### src/rtl/uart_frame_parser.sv
// Frame parser for a UART byte stream: SYNC, LEN, LEN payload bytes, CHK.
// Payloads that pass the checksum are buffered and replayed on an AXI-Stream-style output.
module uart_frame_parser #(
  parameter int unsigned    DW     = 8,
  parameter logic [DW-1:0]  SYNC   = DW'(8'hA5),
  parameter int unsigned    MAXLEN = 16
) (
  input  logic          clk,
  input  logic          rst,
  input  logic          sti_tvalid,
  input  logic [DW-1:0] sti_tdata,
  output logic          sti_tready,
  output logic          sto_tvalid,
  output logic [DW-1:0] sto_tdata,
  output logic          sto_tlast,
  input  logic          sto_tready,
  output logic          err_len,
  output logic          err_chk,
  output logic [15:0]   frm_cnt
);

  localparam int unsigned LW = 8;
  localparam int unsigned SW = 8;
  localparam int unsigned CW = 16;
  localparam int unsigned IW = (MAXLEN > 1) ? $clog2(MAXLEN) : 1;

  typedef enum logic [2:0] {
    S_IDLE,
    S_LEN,
    S_DATA,
    S_CHK,
    S_OUT
  } state_t;

  state_t state_q, state_d;

  logic [LW-1:0] len_q, len_d;
  logic [LW-1:0] wr_q, wr_d;
  logic [LW-1:0] rd_q, rd_d;
  logic [SW-1:0] sum_q, sum_d;
  logic [CW-1:0] cnt_q, cnt_d;
  logic          rdy_q, rdy_d;
  logic          tvalid_q, tvalid_d;
  logic [DW-1:0] tdata_q, tdata_d;
  logic          tlast_q, tlast_d;
  logic          err_len_q, err_len_d;
  logic          err_chk_q, err_chk_d;
  logic          buf_we;

  logic [DW-1:0] buf_mem [MAXLEN];

  logic          accept;
  logic          handshake;
  logic          len_ok;
  logic          chk_ok;
  logic          last_wr;
  logic          last_rd;
  logic [SW-1:0] sum_add;
  logic [LW-1:0] len_m1;
  logic [LW-1:0] rd_inc;

  assign accept    = sti_tvalid && rdy_q;
  assign handshake = tvalid_q && sto_tready;
  assign sum_add   = sum_q + SW'(sti_tdata);
  assign len_ok    = (sti_tdata != '0) && (sti_tdata <= DW'(MAXLEN));
  assign chk_ok    = (sum_add == '0);
  assign len_m1    = len_q - LW'(1);
  assign rd_inc    = rd_q + LW'(1);
  assign last_wr   = (wr_q == len_m1);
  assign last_rd   = (rd_q == len_m1);

  // State register
  always_ff @(posedge clk or posedge rst) begin
    if (rst) state_q <= S_IDLE;
    else     state_q <= state_d;
  end

  // Next-state logic; SYNC bytes inside a frame are ordinary data
  always_comb begin
    state_d = state_q;
    unique case (state_q)
      S_IDLE: if (accept && (sti_tdata == SYNC)) state_d = S_LEN;
      S_LEN:  if (accept) state_d = len_ok ? S_DATA : S_IDLE;
      S_DATA: if (accept && last_wr) state_d = S_CHK;
      S_CHK:  if (accept) state_d = chk_ok ? S_OUT : S_IDLE;
      S_OUT:  if (handshake && last_rd) state_d = S_IDLE;
      default: state_d = S_IDLE;
    endcase
  end

  // Output and datapath next values; every output leaves through a flop
  always_comb begin
    len_d     = len_q;
    wr_d      = wr_q;
    rd_d      = rd_q;
    sum_d     = sum_q;
    cnt_d     = cnt_q;
    buf_we    = 1'b0;
    err_len_d = 1'b0;
    err_chk_d = 1'b0;
    tdata_d   = '0;
    tlast_d   = 1'b0;
    tvalid_d  = (state_d == S_OUT);
    rdy_d     = (state_d != S_OUT);
    unique case (state_q)
      S_LEN: begin
        if (accept) begin
          if (len_ok) begin
            len_d = LW'(sti_tdata);
            wr_d  = '0;
            sum_d = SW'(sti_tdata);
          end else begin
            err_len_d = 1'b1;
          end
        end
      end
      S_DATA: begin
        if (accept) begin
          buf_we = 1'b1;
          wr_d   = wr_q + LW'(1);
          sum_d  = sum_add;
        end
      end
      S_CHK: begin
        if (accept) begin
          if (chk_ok) begin
            rd_d    = '0;
            tdata_d = buf_mem[0];
            tlast_d = (len_q == LW'(1));
          end else begin
            err_chk_d = 1'b1;
          end
        end
      end
      S_OUT: begin
        tdata_d = tdata_q;
        tlast_d = tlast_q;
        if (handshake) begin
          if (last_rd) begin
            cnt_d   = cnt_q + CW'(1);
            tdata_d = '0;
            tlast_d = 1'b0;
          end else begin
            rd_d    = rd_inc;
            tdata_d = buf_mem[IW'(rd_inc)];
            tlast_d = (rd_inc == len_m1);
          end
        end
      end
      default: ;
    endcase
  end

  // Datapath and output registers
  always_ff @(posedge clk or posedge rst) begin
    if (rst) begin
      len_q     <= '0;
      wr_q      <= '0;
      rd_q      <= '0;
      sum_q     <= '0;
      cnt_q     <= '0;
      rdy_q     <= 1'b0;
      tvalid_q  <= 1'b0;
      tdata_q   <= '0;
      tlast_q   <= 1'b0;
      err_len_q <= 1'b0;
      err_chk_q <= 1'b0;
    end else begin
      len_q     <= len_d;
      wr_q      <= wr_d;
      rd_q      <= rd_d;
      sum_q     <= sum_d;
      cnt_q     <= cnt_d;
      rdy_q     <= rdy_d;
      tvalid_q  <= tvalid_d;
      tdata_q   <= tdata_d;
      tlast_q   <= tlast_d;
      err_len_q <= err_len_d;
      err_chk_q <= err_chk_d;
    end
  end

  // Payload buffer; contents are don't-care after reset
  always_ff @(posedge clk) begin
    if (buf_we) buf_mem[IW'(wr_q)] <= sti_tdata;
  end

  assign sti_tready = rdy_q;
  assign sto_tvalid = tvalid_q;
  assign sto_tdata  = tdata_q;
  assign sto_tlast  = tlast_q;
  assign err_len    = err_len_q;
  assign err_chk    = err_chk_q;
  assign frm_cnt    = cnt_q;

endmodule
### config.mk
export PLATFORM = sky130hd
export DESIGN_NAME = uart_frame_parser
export DESIGN_NICKNAME = d
export VERILOG_FILES = /design/src/rtl/uart_frame_parser.sv
export SDC_FILE = /design/constraint.sdc
export NUM_CORES = 1
export LEC_CHECK = 0
export BUFFER_PORTS_ARGS = -buffer_cell sky130_fd_sc_hd__buf_2
export CAP_MARGIN = 20
export CORE_ASPECT_RATIO = 0.8
export CORE_MARGIN = 2
export CORE_UTILIZATION = 55
export DETAILED_ROUTE_END_ITERATION = 16
export GPL_TIMING_DRIVEN = 0
export MAX_ROUTING_LAYER = met4
export PLACE_DENSITY = 0.81
export SYNTH_ARGS = -nofsm -noshare
export SYNTH_HDL_FRONTEND = slang
export SYNTH_SLANG_ARGS = --single-unit
### constraint.sdc
create_clock -name clk -period 4.4 [get_ports clk]
set_clock_uncertainty 0.05 [all_clocks]
set_input_delay 0.44 -clock clk [delete_from_list [all_inputs] [get_ports clk]]
set_output_delay 0.44 -clock clk [all_outputs]
set_load 0.02 [all_outputs]
# Word-level counts from Yosys, hierarchy flattened
# Memories as Yosys holds them, arrays and structs flattened.
# Index checks and enable logic that the tools add are counted.
[word_totals]
memories = 1
register_bits = 64
elab_cells = 93
ram_bits = 128
in_bits = 12
output_inout_bits = 29
[classes]
order_cmp = 1
n_addsub = 5
reduce_logical = 15
eq_ne = 18
n_mux = 41
[mem_list]
columns = ["memory", "words", "word_bits", "rd", "rd_clocked_by_memory_dff", "write_ports", "line", "rtl"]
rows = [
  ["buf_mem", 16, 8, 2, 0, 1, "50", "logic [DW-1:0] buf_mem [MAXLEN];"],
]
[op_table]
columns = ["cell", "n"]
rows = [
  ["8-bit 2-to-1 mux", 14],
  ["8-bit one-hot mux with 2 select lines", 4],
  ["8-bit equality test", 3],
  ["3-bit 2-to-1 mux", 6],
  ["16-bit by 1-bit adder with 16-bit output (second input constant)", 1],
  ["8-bit by 1-bit adder with 8-bit output (second input constant)", 2],
  ["3-bit one-hot mux with 5 select lines", 1],
  ["1-bit 2-to-1 mux", 14],
  ["2-bit != test (second input constant)", 7],
  ["8-bit adder", 1],
  ["8-bit by 1-bit equality test with 1-bit output (second input constant)", 1],
  ["8-bit equality test (second input constant)", 1],
  ["8-bit by 5-bit less-or-equal comparator with 1-bit output (second input constant)", 1],
  ["8-bit logical NOT", 1],
  ["8-bit nonzero test", 1],
  ["8-bit by 1-bit subtractor with 8-bit output (second input constant)", 1],
  ["3-bit by 2-bit equality test with 1-bit output (second input constant)", 2],
  ["3-bit equality test (second input constant)", 2],
  ["1-bit logical AND", 6],
  ["3-bit AND reduction", 2],
  ["5-bit AND reduction", 1],
  ["4-bit AND reduction", 1],
  ["2-bit nonzero test", 2],
  ["3-bit by 1-bit equality test with 1-bit output (second input constant)", 1],
  ["4 further kinds", 4],
]

# Logic depth before layout (Yosys ltp)
[logic_depth]
ltp_word = 6
ltp_mapped = 9
ltp_nobuf = 8

# Worst setup path after synthesis
# No wires, ideal clock.
[synth_path]
path_type = "input -> register"
start = "in sti_tdata[0]"
end = "reg rd_q[2]"
arrival_ns = 2.662
path_slack_ns = 1.563
cell_stages = 8
path_buffers = 0
required_time_ns = 4.225
setup_ns = 0.125
path_cell_list = "ha_1 > fa_1 > a211oi_1 > nor2_1 > mux2_2 > a2111oi_4 > a21oi_4 > mux2_4"
[synth_between]
elab_chain_len = 4
[synth_lines]
columns = ["element", "line", "rtl"]
rows = [
  ["start: declaration", "11", "input logic [DW-1:0] sti_tdata,"],
  ["8-bit adder", "64", "assign sum_add = sum_q + SW'(sti_tdata);"],
  ["8-bit logical NOT", "66", "assign chk_ok = (sum_add == '0);"],
  ["2-bit != test (no source line)", "--", ""],
  ["5-bit AND reduction (no source line)", "--", ""],
  ["end signal: assignment", "171", "rd_q <= rd_d;"],
  ["end: declaration", "39", "logic [LW-1:0] rd_q, rd_d;"],
]
# Every way passes these cells.
# A chain may end at the register's enable or synchronous reset.

# Final worst setup path
[layout_path]
start = "reg sum_q[0]"
end = "reg rd_q[2]"
[layout_between]
elab_chain_len = 4
[layout_lines]
columns = ["element", "line", "rtl"]
rows = [
  ["start: declaration", "40", "logic [SW-1:0] sum_q, sum_d;"],
  ["start signal: assignment", "172", "sum_q <= sum_d;"],
  ["8-bit adder", "64", ""],
  ["8-bit logical NOT", "66", ""],
  ["2-bit != test (no source line)", "--", ""],
  ["5-bit AND reduction (no source line)", "--", ""],
]
# Every way passes these cells.

==> flow_summary.toml <==
[critical_path]
worstSetupEndpoint = "rd_q[2]"
crit_path_max_fanout = 8
reg2reg_to = "rd_q[2]"
r2r_cells = 8
crit_type = "register to register"
critPathArrivalTime_ps = 3430
start_kind = "register"
startpoint = "sum_q[0]"
required_ps = 4670
crit_path_end_kind = "register"
rrSetupSlack_ps = 1250
r2r-start = "sum_q[0]"

[die]
start_util = 0.567
rows = 41
core_um2 = 15900
die-area_um2 = 17400
num_io_pins = 41
die_x_um = 147
die_h_um = 118

[placed_design]
io_buffers = 40
dp_hpwl_um = 13500
routabilityCongestion = 0.868
place_ws_ps = 907

[logic_synthesis]
synth-seq-area-share = 0.606
synthFlopType = "edfxtp_1"
synth_edf_count = 128
ys_seq_elements = 192
synth_cells = 617
yosys-top-cells-area = "edfxtp_1 43%, dfrtp_1 18%, mux4_2 9.5%, xor2_1 3.0%, nand2_1 2.3%"
synth_async_sr_flop_share = 0.333
yosys_warnings = 0
netlist_area_um2 = 8980
synth.avg_cell_area_um2 = 14.6
synth_fp_nets = 645
yosysTopAreaCell = "edfxtp_1"
synth_top_cell_area_share = 0.428
synthDistinctLibCells = 71

[grt]
first_global_vias = 5532
antenna_found_initial = 0
grt_pass1_wl_um = 31100
track_usage = 0.249
grt-ovfl-total = 0
grt_max_degree = 35

[timing]
rsz0062_at_grt = "no"
maxSlewHeadroom = 0.373
hold_viol_final = 0
worst_pin_slew_ps = 936
setup_tns_ps = 0
period_share = 0.716
slew_viol_final = 0
fmax_mhz = 317
fin_ws_ps = 1250
finalSetupViolations = 0
min_period_ps = 3150

[route]
avgRoutedWirePerCell_um = 22.0
firstDrtPassIters = 5
drtIter0Drc = 597
avgViaCountPerCell = 6.14
vias = 5596
drt_wl_total_um = 20100
postRouteAntennaNets = 0
drc = 0

[cts]
cts_tree = "done"
cts.root.buffer_cell = "clkbuf_16"
holdBufCountCts = 0
cts.path.max_buffers = 2
cts_made_buffers = 17
post_cts_buffers = 0
cts.htree.levels = 4
path_clk_slew_ps = 70
clock-sinks = 192
ctsResizeCount = 0
clock_latency_ps = 440

[final_layout]
layout-drive-gt1-share = 0.221
area_delta_synth_final_pct = 12.3
final_common_cell = "edfxtp_1"
final_cell_mix = "128 x edfxtp_1, 64 x dfrtp_1, 56 x nand2_1, 47 x buf_2, 41 x nor2_1"
fin_util = 0.636
n_fill_cell = 1094
nets = 711
antenna_cells = 0

[run_status]
outcome = "completed"

[flow_run]
drv_cap = 0

[power_and_ir_drop]
powerDensity_nw_per_um2 = 445
ir_worst_vdd_uv = 293
p_leak_nw = 3.94

[min_path]
hp-class = "input port to async pin"
==> Yosys cell counts (all sizes together) (2+ instances only) <==
library cell and count:
or4 5, o211ai 6, clkbuf 11, mux4 40, and2 4, nor2b 6, inv 12, dfrtp 64
mux2i 7, ha 15, xnor2 15, a2111oi 2, nor3 21, a211oi 6, nand4 9, edfxtp 128
a21oi 16, buf 13, a22oi 9, or3 4, xor2 33, nand2b 6, o21ai 17, and4 2
nor2 42, mux2 6, nor4 7, nand2 57, o21ba 3, and3 10, xnor3 2, a21o 2
nand3 16
==> per-layer routing <==
| metal | vias to the layer above | track usage | routed length, µm |
|---|---|---|---|
| met4 | 0 | 0.0777 | 348 |
| li1 | 2491 | - | - |
| met3 | 27 | 0.0598 | 1730 |
| met5 | - | - | 0 |
| met1 | 2836 | 0.342 | 8330 |
| met2 | 242 | 0.373 | 9670 |
==> sequential cells by signal (all words and copies together) (netlist names) <==
signal and cells:
frm_cnt 16, buf_mem 128, sto_tvalid 1, sto_tlast 1, len_q 8, err_len 1, sti_tready 1, state_q 3
sto_tdata 8, sum_q 8, err_chk 1, wr_q 8, rd_q 8
==> stage by stage <==
stage                     total power (W)  hold slack (ps)  instance area [µm²]  instances
final                             0.00449             98.3                10100        911
after CTS                         0.00450              107                10100        908
after global routing              0.00468              172                10100        911
after global placement            0.00296              402                 9450        872
after floorplan                   0.00279              397                 8980        617
after detailed placement          0.00302              415                 9500        876
==> kinds of logic after synthesis <==
family / after synthesis / synth area share
AND/OR/NAND/NOR: 197 / 0.117
flip-flops: 192 / 0.606
AO/OA/AOI/OAI: 72 / 0.0614
multiplexers: 53 / 0.117
XOR/XNOR: 51 / 0.0562
buffers and inverters: 36 / 0.0181
adder cells (fa/ha/maj): 16 / 0.0231
==> worst min path at each step <==
stage	from	to	slack [ps]	cells past startpoint
after floorplan	sum_q[5]	sum_q[5]	400	2
after global placement	frm_cnt[15]	frm_cnt[15]	400	1
after detailed placement	frm_cnt[15]	frm_cnt[15]	410	1
after CTS	rst	sum_q[7]	110	2
after global routing	rst	frm_cnt[0]	170	2
final	rst	len_q[7]	100	2
==> area by class of cell <==
cell class              count  area (µm²)  share of cell area
multi-input cells         389        3380               0.335
flip-flops and latches    192        5450               0.540
well taps                 215         269              0.0267
clock buffers              23         458              0.0454
plain buffers              24         118              0.0117
clock inverters             9         109              0.0108
repair buffers             47         265              0.0263
inverters                  12        45.0             0.00446
==> where the power goes <==
part / switching, W / internal, W / total, W
Combinational: 0.000531 / 0.000313 / 0.000844
Clock: 0.000646 / 0.000852 / 0.00150
Sequential: 0.0000840 / 0.00207 / 0.00215
==> worst max-delay path: stages, from the launching register on <==
cell	delay [ps]
dfrtp_1	380
ha_1	210
fa_1	410
a211oi_1	430
nor2_1	130
mux2_2	320
a2111oi_4	580
a21oi_4	200
mux2_4	330
Note: power is estimated with default switching activity, not from simulation.
